## config.mk

```make
export PLATFORM = sky130hd
export DESIGN_NAME = instruction_fetch
export DESIGN_NICKNAME = d
export VERILOG_FILES = /design/src/rtl/instruction_fetch.sv
export SDC_FILE = /design/constraint.sdc
export NUM_CORES = 1
export LEC_CHECK = 0
export BUFFER_PORTS_ARGS = -buffer_cell sky130_fd_sc_hd__buf_4
export CAP_MARGIN = 20
export CORE_MARGIN = 2
export CORE_UTILIZATION = 44
export CTS_CLUSTER_DIAMETER = 60
export DETAILED_ROUTE_END_ITERATION = 10
export PLACE_DENSITY = 0.72
export SETUP_SLACK_MARGIN = 0.05
export SLEW_MARGIN = 15
export SYNTH_ARGS = -nofsm -noshare
export SYNTH_HDL_FRONTEND = slang
export SYNTH_SLANG_ARGS = --single-unit
```

## constraint.sdc

```tcl
create_clock -name clk_in -period 1.41 [get_ports clk_in]
set_input_delay 0.2115 -clock clk_in [delete_from_list [all_inputs] [get_ports clk_in]]
set_output_delay 0.2115 -clock clk_in [all_outputs]
set_load 0.1 [all_outputs]
```

## src/rtl/instruction_fetch.sv

```systemverilog
// -----------------------------------------------------------------------------
// instruction_fetch
//
// Fetch stage behind the program counter. It captures the halfword-aligned PC
// and reads the 16-bit big-endian instruction at that address as two bytes over
// an 8-bit req/ack memory port. The result is held for the decoder behind a
// valid/ready handshake. A flush (jump taken) discards any in-flight or held
// instruction. A request that is still outstanding is drained so that the
// memory handshake is never violated.
//
// Ports
//   clk_in           rising-edge clock
//   reset_in         synchronous, active-high reset
//   fetch_en_in      permits a new fetch to start from IDLE
//   pc_in[15:0]      current PC; bit 0 is ignored
//   flush_in         jump taken; drop the current fetch or the held instruction
//   mem_req_out      memory read request (level, held until acked)
//   mem_addr_out     byte address of the request
//   mem_ack_in       memory accepted the request; mem_rdata_in valid this cycle
//   mem_rdata_in     read byte
//   instr_out        fetched instruction
//   instr_pc_out     address of instr_out (bit 0 = 0)
//   instr_valid_out  instr_out / instr_pc_out are valid
//   instr_ready_in   decoder accepts the instruction
// -----------------------------------------------------------------------------
module instruction_fetch (
    input  logic        clk_in,
    input  logic        reset_in,
    input  logic        fetch_en_in,
    input  logic [15:0] pc_in,
    input  logic        flush_in,
    output logic        mem_req_out,
    output logic [15:0] mem_addr_out,
    input  logic        mem_ack_in,
    input  logic [7:0]  mem_rdata_in,
    output logic [15:0] instr_out,
    output logic [15:0] instr_pc_out,
    output logic        instr_valid_out,
    input  logic        instr_ready_in
);

    typedef enum logic [2:0] {
        S_IDLE,
        S_REQ_HI,
        S_REQ_LO,
        S_HOLD,
        S_DRAIN
    } state_t;

    state_t      r_state;
    state_t      w_next_state;

    logic        r_mem_req;
    logic [15:0] r_mem_addr;
    logic [15:0] r_instr;
    logic [15:0] r_instr_pc;
    logic        r_instr_valid;

    logic        w_mem_req;
    logic [15:0] w_mem_addr;
    logic [15:0] w_instr;
    logic [15:0] w_instr_pc;
    logic        w_instr_valid;

    // State and output registers. All outputs come straight from flops, so
    // nothing combinational reaches a port.
    // NOTE: sequential state uses non-blocking assignments so every flop samples
    // the pre-edge values, independent of statement order.
    always_ff @(posedge clk_in) begin
        if (reset_in) begin
            r_state       <= S_IDLE;
            r_mem_req     <= 1'b0;
            r_mem_addr    <= 16'h0000;
            r_instr       <= 16'h0000;
            r_instr_pc    <= 16'h0000;
            r_instr_valid <= 1'b0;
        end else begin
            r_state       <= w_next_state;
            r_mem_req     <= w_mem_req;
            r_mem_addr    <= w_mem_addr;
            r_instr       <= w_instr;
            r_instr_pc    <= w_instr_pc;
            r_instr_valid <= w_instr_valid;
        end
    end

    // Next-state logic. A flush that arrives with no ack cannot simply drop the
    // request, so the fetch parks in DRAIN until the memory acknowledges it.
    // NOTE: the default assignment at the top of every always_comb keeps each
    // path assigned and prevents latch inference.
    always_comb begin
        w_next_state = r_state;
        case (r_state)
            S_IDLE: begin
                if (fetch_en_in && !flush_in) begin
                    w_next_state = S_REQ_HI;
                end
            end
            S_REQ_HI: begin
                if (flush_in) begin
                    w_next_state = mem_ack_in ? S_IDLE : S_DRAIN;
                end else if (mem_ack_in) begin
                    w_next_state = S_REQ_LO;
                end
            end
            S_REQ_LO: begin
                if (flush_in) begin
                    w_next_state = mem_ack_in ? S_IDLE : S_DRAIN;
                end else if (mem_ack_in) begin
                    w_next_state = S_HOLD;
                end
            end
            S_HOLD: begin
                // A flush coinciding with ready still counts as a transfer;
                // both cases end in IDLE.
                if (instr_ready_in || flush_in) begin
                    w_next_state = S_IDLE;
                end
            end
            S_DRAIN: begin
                if (mem_ack_in) begin
                    w_next_state = S_IDLE;
                end
            end
            default: w_next_state = S_IDLE;
        endcase
    end

    // Output logic: next values of the output registers. Request and valid
    // are decoded from the next state, so they line up with the state register.
    always_comb begin
        w_mem_addr    = r_mem_addr;
        w_instr       = r_instr;
        w_instr_pc    = r_instr_pc;
        w_mem_req     = (w_next_state == S_REQ_HI) ||
                        (w_next_state == S_REQ_LO) ||
                        (w_next_state == S_DRAIN);
        w_instr_valid = (w_next_state == S_HOLD);

        case (r_state)
            S_IDLE: begin
                if (w_next_state == S_REQ_HI) begin
                    w_instr_pc = {pc_in[15:1], 1'b0};
                    w_mem_addr = {pc_in[15:1], 1'b0};
                end
            end
            S_REQ_HI: begin
                // Bytes acked together with a flush are discarded.
                if (mem_ack_in && !flush_in) begin
                    w_instr[15:8] = mem_rdata_in;
                    // Bit 0 is set rather than added: 0xFFFE reads 0xFFFF, no carry.
                    w_mem_addr    = r_instr_pc | 16'h0001;
                end
            end
            S_REQ_LO: begin
                if (mem_ack_in && !flush_in) begin
                    w_instr[7:0] = mem_rdata_in;
                end
            end
            default: ;
        endcase
    end

    assign mem_req_out     = r_mem_req;
    assign mem_addr_out    = r_mem_addr;
    assign instr_out       = r_instr;
    assign instr_pc_out    = r_instr_pc;
    assign instr_valid_out = r_instr_valid;

endmodule

```

* Word-level counts from Yosys, hierarchy flattened
Cells that the tools add are included. W data, S select, Z words.
Word-level totals: logic and storage cells 41, bits in registers 52, input bits 30, output and inout port bits 50
Operators by class: multiplexer cells 12, reduce and logical (&&, ||, !) cells 12, equal/unequal tests 10
Operators with widths (count):
- $mux W16 | 2
- $pmux W16 S2 | 1
- $mux W3 | 8
- $pmux W3 S5 | 1
- $eq A3 B2 Y1 const B | 4
- $eq A3 B1 Y1 const B | 2
- $eq A3 B3 Y1 const B | 2
- $reduce_and A2 Y1 | 3
- $ne A2 B2 Y1 const B | 2
- $logic_not A3 Y1 | 1
- $logic_or A1 B1 Y1 | 3
- $reduce_and A3 Y1 | 1
- $logic_and A1 B1 Y1 | 2
- $reduce_bool A2 Y1 | 1
- $logic_not A1 Y1 | 1

* Logic depth before layout (Yosys ltp)
depth after elaboration 7, mapped depth 6

* Least setup slack after synthesis
No wires, ideal clock.
path kind reg-to-reg, start point reg r_state[2], end point reg r_mem_addr[10], in the netlist mem_addr_out[10], library setup time 86 ps, data arrival time 1413 ps, setup slack -89 ps, stages on the path, launching flop included 7, clock period less this slack 1499 ps, data required time 1324 ps, path through dfxtp_1 -> buf_6 -> or3b_1 -> buf_6 -> buf_12 -> mux2i_1 -> a211oi_1
Between the ends: word-level cells in the longest chain between the ends 6
Ends and longest elaborated chain:
- from (decl) | RTL line 50 | state_t r_state;
- from (signal assigned) | RTL line 78 | r_state <= w_next_state;
- $mux W3 (on tied branches) | RTL line 109, 102
- $mux W3 (on tied branches) | RTL line 107, 100
- $pmux W3 S5 | RTL line 93 | case (r_state)
- $eq A3 B1 Y1 | RTL line 142 | if (w_next_state == S_REQ_HI) begin
- $ne A2 B2 Y1 (no line)
- $reduce_and A3 Y1 (no line)
- to (signal assigned) | RTL line 80 | r_mem_addr <= w_mem_addr;
- to (decl) | RTL line 54 | logic [15:0] r_mem_addr;
Several ways; a longest one is shown, not always the timed one. A chain may end at the register's enable or synchronous reset.

* Worst setup path in the final report
start point reg r_state[2], end point reg r_mem_addr[1], in the netlist mem_addr_out[1]
The elaborated chain is that of the path after synthesis.

==> results.md <==
- The final clock skew is 0.01266 ns.
- Buffers inserted to repair hold after CTS numbered 0.
- The final reports fail on setup timing.
- The total power per unit cell area is 1114 nW/um^2.
- The number of nets with antenna violations after routing is 0.
- The cell count after synthesis is 250.
- Of the synthesized area, sequential elements account for 46.82%.
- For this run, the number of Yosys warnings is 0.
- The post-layout instance count excluding filler cells is 400.
- The starting density of the core is 46.46%.
- The wire length of the first global-routing pass is 9646 um.
- Among all stages on the critical path, the largest delay is contributed by sky130_fd_sc_hd__dfxtp_4.
- The hold violation total from the final report is 0.
- The floorplan die width is 75.09 um.
- The tool flagged a number of max-cap violations equal to 0.
- The worst slew margin relative to its limit is 63.12%.
- Among all flip-flop cells after synthesis, the most frequent one is sky130_fd_sc_hd__dfxtp_1.
- The synthesized netlist net count is 280.
- The fraction of registers with async set/reset is 0%.
- The first-pass iteration count of the detailed router is 4.
- The count of standard-cell rows is 25.
- The floorplan step defined a die boundary enclosing 5638 um^2.
- The post-route fraction of the period consumed by the critical path is 100.3%.
- In this run the static leakage power is 0.001423 uW.
- The die height is 75.09 um.
- The post-route netlist has 48.05% of its cells at a drive strength greater than 1.
- The number of buffers and inverters on the critical path is 3.
- For the pin with the worst max-slew slack, the measured transition is 0.5532 ns.
- For this design, the sink count on the clock tree is 52.
- In the post-route analysis, the smallest setup slack over all paths is -0.003578 ns.
- STA puts the critical path data arrival time at 1.62 ns.
- The number of vias in the routed layout is 2236.
- In this run the clock root is driven by a sky130_fd_sc_hd__clkbuf_8.
- The clock tree from TritonCTS is yes.
- The fmax is 707.4 MHz.
- The most frequent cell on the critical path is sky130_fd_sc_hd__buf_12.
- The average footprint of a synthesized cell is 8.894 um^2.
- For this run the aggregate overflow at the end of global routing stands at 0.
- The commonest cells after synthesis are sky130_fd_sc_hd__dfxtp_1, sky130_fd_sc_hd__a21oi_1, sky130_fd_sc_hd__nand3_1, sky130_fd_sc_hd__o21ai_0, sky130_fd_sc_hd__a211oi_1.
- The detailed router's first-iteration violation count is 123.
- Ranked by total cell area, the synthesized netlist is headed by sky130_fd_sc_hd__dfxtp_1, sky130_fd_sc_hd__a21oi_1, sky130_fd_sc_hd__nand3_1, sky130_fd_sc_hd__o21ai_0, sky130_fd_sc_hd__mux2i_1.
- The kind of cell adding the most delay to the critical path is buffers and inverters.
- The via count of the first global-routing pass was 1951.
- Entering global routing, the biggest net connects 53 pins.
- Yosys instantiated no cell more often than sky130_fd_sc_hd__dfxtp_1.
- The start-to-end type of the worst setup path is register to register.
- The run finished, with violations left.
- Along the worst path, the maximum fanout reaches 13.
- The number of distinct library cell variants in the gate-level netlist after synthesis is 32.
- The total CTS buffers is 5.
- Setup violations remaining at the end of the flow were counted as 1.
- The initial antenna violation count is 0.
- The power after layout is 3714 uW.
- After detailed routing, the number of remaining DRC violations is 0.
- Summed over its instances, the top area cell type makes up 46.82% of the synthesized netlist area.
- Across every metal layer, demand over resource in global routing totals 22.20%.
- The minimum clock period is 1.414 ns.
- The total length of routed wires is 6477 um.
- Using the TritonRoute via totals, the vias-per-cell ratio works out to 5.590.
- The global placer's final weighted congestion is 0.8258.
- The clock-pin transition on the worst setup and hold timing paths is 0.10 ns.
- 80 I/O pins were placed.
- The worst hold path belongs to the class primary input to register.
- In this design, the stage delay of the slowest critical-path cell is 0.37 ns.
- On the final layout, the worst hold slack is 0.1645 ns.
- The half-perimeter wire length after detailed placement is 4159 um.
- In this run, placement finished with an instance count of 387.
- The dominant cell type by area after synthesis is sky130_fd_sc_hd__dfxtp_1.
- The number of enable flip-flop cells after synthesis is 0.
- The total inserted antenna cells is 0.
- The worst setup path is launched from a register.
- Setup repair after global routing could not meet its margin everywhere.
- The insertion delay of the later-clocked pin in the worst-skew pair is 0.30 ns.
- In this run the tool buffered the top-level ports with 77 buffer cells.
- The core region is 4786 um^2.
- The cell area that synthesis handed to floorplanning was 2223 um^2.
- The H-tree was split into 2 levels.
- Counting along the longest clock path gives a buffer depth of 2.
- Across the VDD grid, the largest voltage drop is 0.0007222 V.
- The critical path required time is 1.62 ns.
- The wire length per cell after detailed routing is 16.19 um.
- The critical path goes through buf_4 > nor3_4 > buf_12 > buf_12 > a21oi_1 > a211oi_1.
- Counting flops and latches in the post-synthesis netlist gives 52.
- The layout net count is 362.
- The final max-slew violation count was 0.
- The signed area change from the synthesized netlist to the final layout is 49.97%.
- The endpoint kind of the worst setup timing path is a register.
-- power breakdown --
group / internal, uW / switching [uW]
Combinational: 315 / 738
Clock: 581 / 497
Sequential: 1530 / 49.3
-- final cells by class --
type,instances,area [um^2]
Fill cell,393,1451
Timing Repair Buffer,102,903.4
Clock buffer,6,82.58
Sequential cell,52,1067
Clock inverter,2,38.79
Multi-Input combinational cell,171,1159
Tap cell,67,83.83
-- cell families after synthesis --
| logic type | Yosys count | synth area share [%] |
|---|---|---|
| AO/OA/AOI/OAI | 102 | 25.61 |
| flip-flops | 52 | 46.82 |
| AND/OR/NAND/NOR | 51 | 12.77 |
| buffers and inverters | 27 | 6.978 |
| multiplexers | 16 | 7.259 |
| XOR/XNOR | 1 | 0.3940 |
| other | 1 | 0.1687 |
-- repair_timing --
action	in CTS	in global routing
setup buffers	0	1
gates resized for setup	7	58
gates cloned	0	4
setup endpoints to repair	41	46
pin swaps	2	44
-- stage by stage --
stage | setup slack (ns) | util [%] | area [um^2] | TNS (ns)
after floorplan | -0.04453 | - | 2243 | -0.4453
after global placement | -0.002696 | 61.75 | 2955 | -0.002696
after detailed placement | -0.04245 | 61.75 | 2955 | -0.2720
after CTS | 0.02183 | 64.52 | 3088 | 0
after global routing | -0.06028 | 69.67 | 3334 | -0.3891
final | -0.003578 | 69.67 | 3334 | -0.003578
-- cell usage in the layout (no fill, tap or decap), drive strengths merged --
cell type,instances
or3b,2
a211oi,16
xor2,1
o211ai,2
o211a,1
or3,1
nand2b,2
conb,1
and2,1
nor3b,1
mux2,1
a21oi,49
clkbuf,9
nor2,5
o21ai,32
a311oi,1
nor3,1
mux2i,15
bufinv,1
nand2,2
nor4b,1
buf,99
nor2b,3
clkinv,1
dfxtp,52
a31oi,1
nand3,32
-- worst paths after layout --
path	cells past startpoint	start	slack, ns	to
max	6	r_state[2]$_SDFF_PP0_	-0.004	mem_addr_out[1]$_SDFFE_PP0P_
min	3	mem_rdata_in[7]	0.16	instr_out[7]$_SDFFE_PP0P_
max reg2reg	6	r_state[2]$_SDFF_PP0_	-0.004	mem_addr_out[1]$_SDFFE_PP0P_
min reg2reg	2	instr_pc_out[14]$_SDFFE_PP0P_	0.47	instr_pc_out[14]$_SDFFE_PP0P_
-- per-layer routing --
layer	vias to the layer above	global-route usage [%]	share of wire (%)
met5	-	0	0
met4	0	5.357	0.69
met3	5	4.284	7.1
met2	95	33.82	47
met1	1059	32.50	45
li1	1077	-	-
-- tightest hold or removal path, stage by stage --
cell and delay (ns):
sky130_fd_sc_hd__buf_4 0.11, sky130_fd_sc_hd__nand3_1 0.05, sky130_fd_sc_hd__a21oi_1 0.05
-- registers in the layout, indices dropped and copies added (netlist names) --
| name | flops |
|---|---|
| instr_valid_out | 1 |
| instr_out | 16 |
| mem_addr_out | 16 |
| mem_req_out | 1 |
| r_state | 3 |
| instr_pc_out | 15 |
Power figures use the tool's default switching activity.
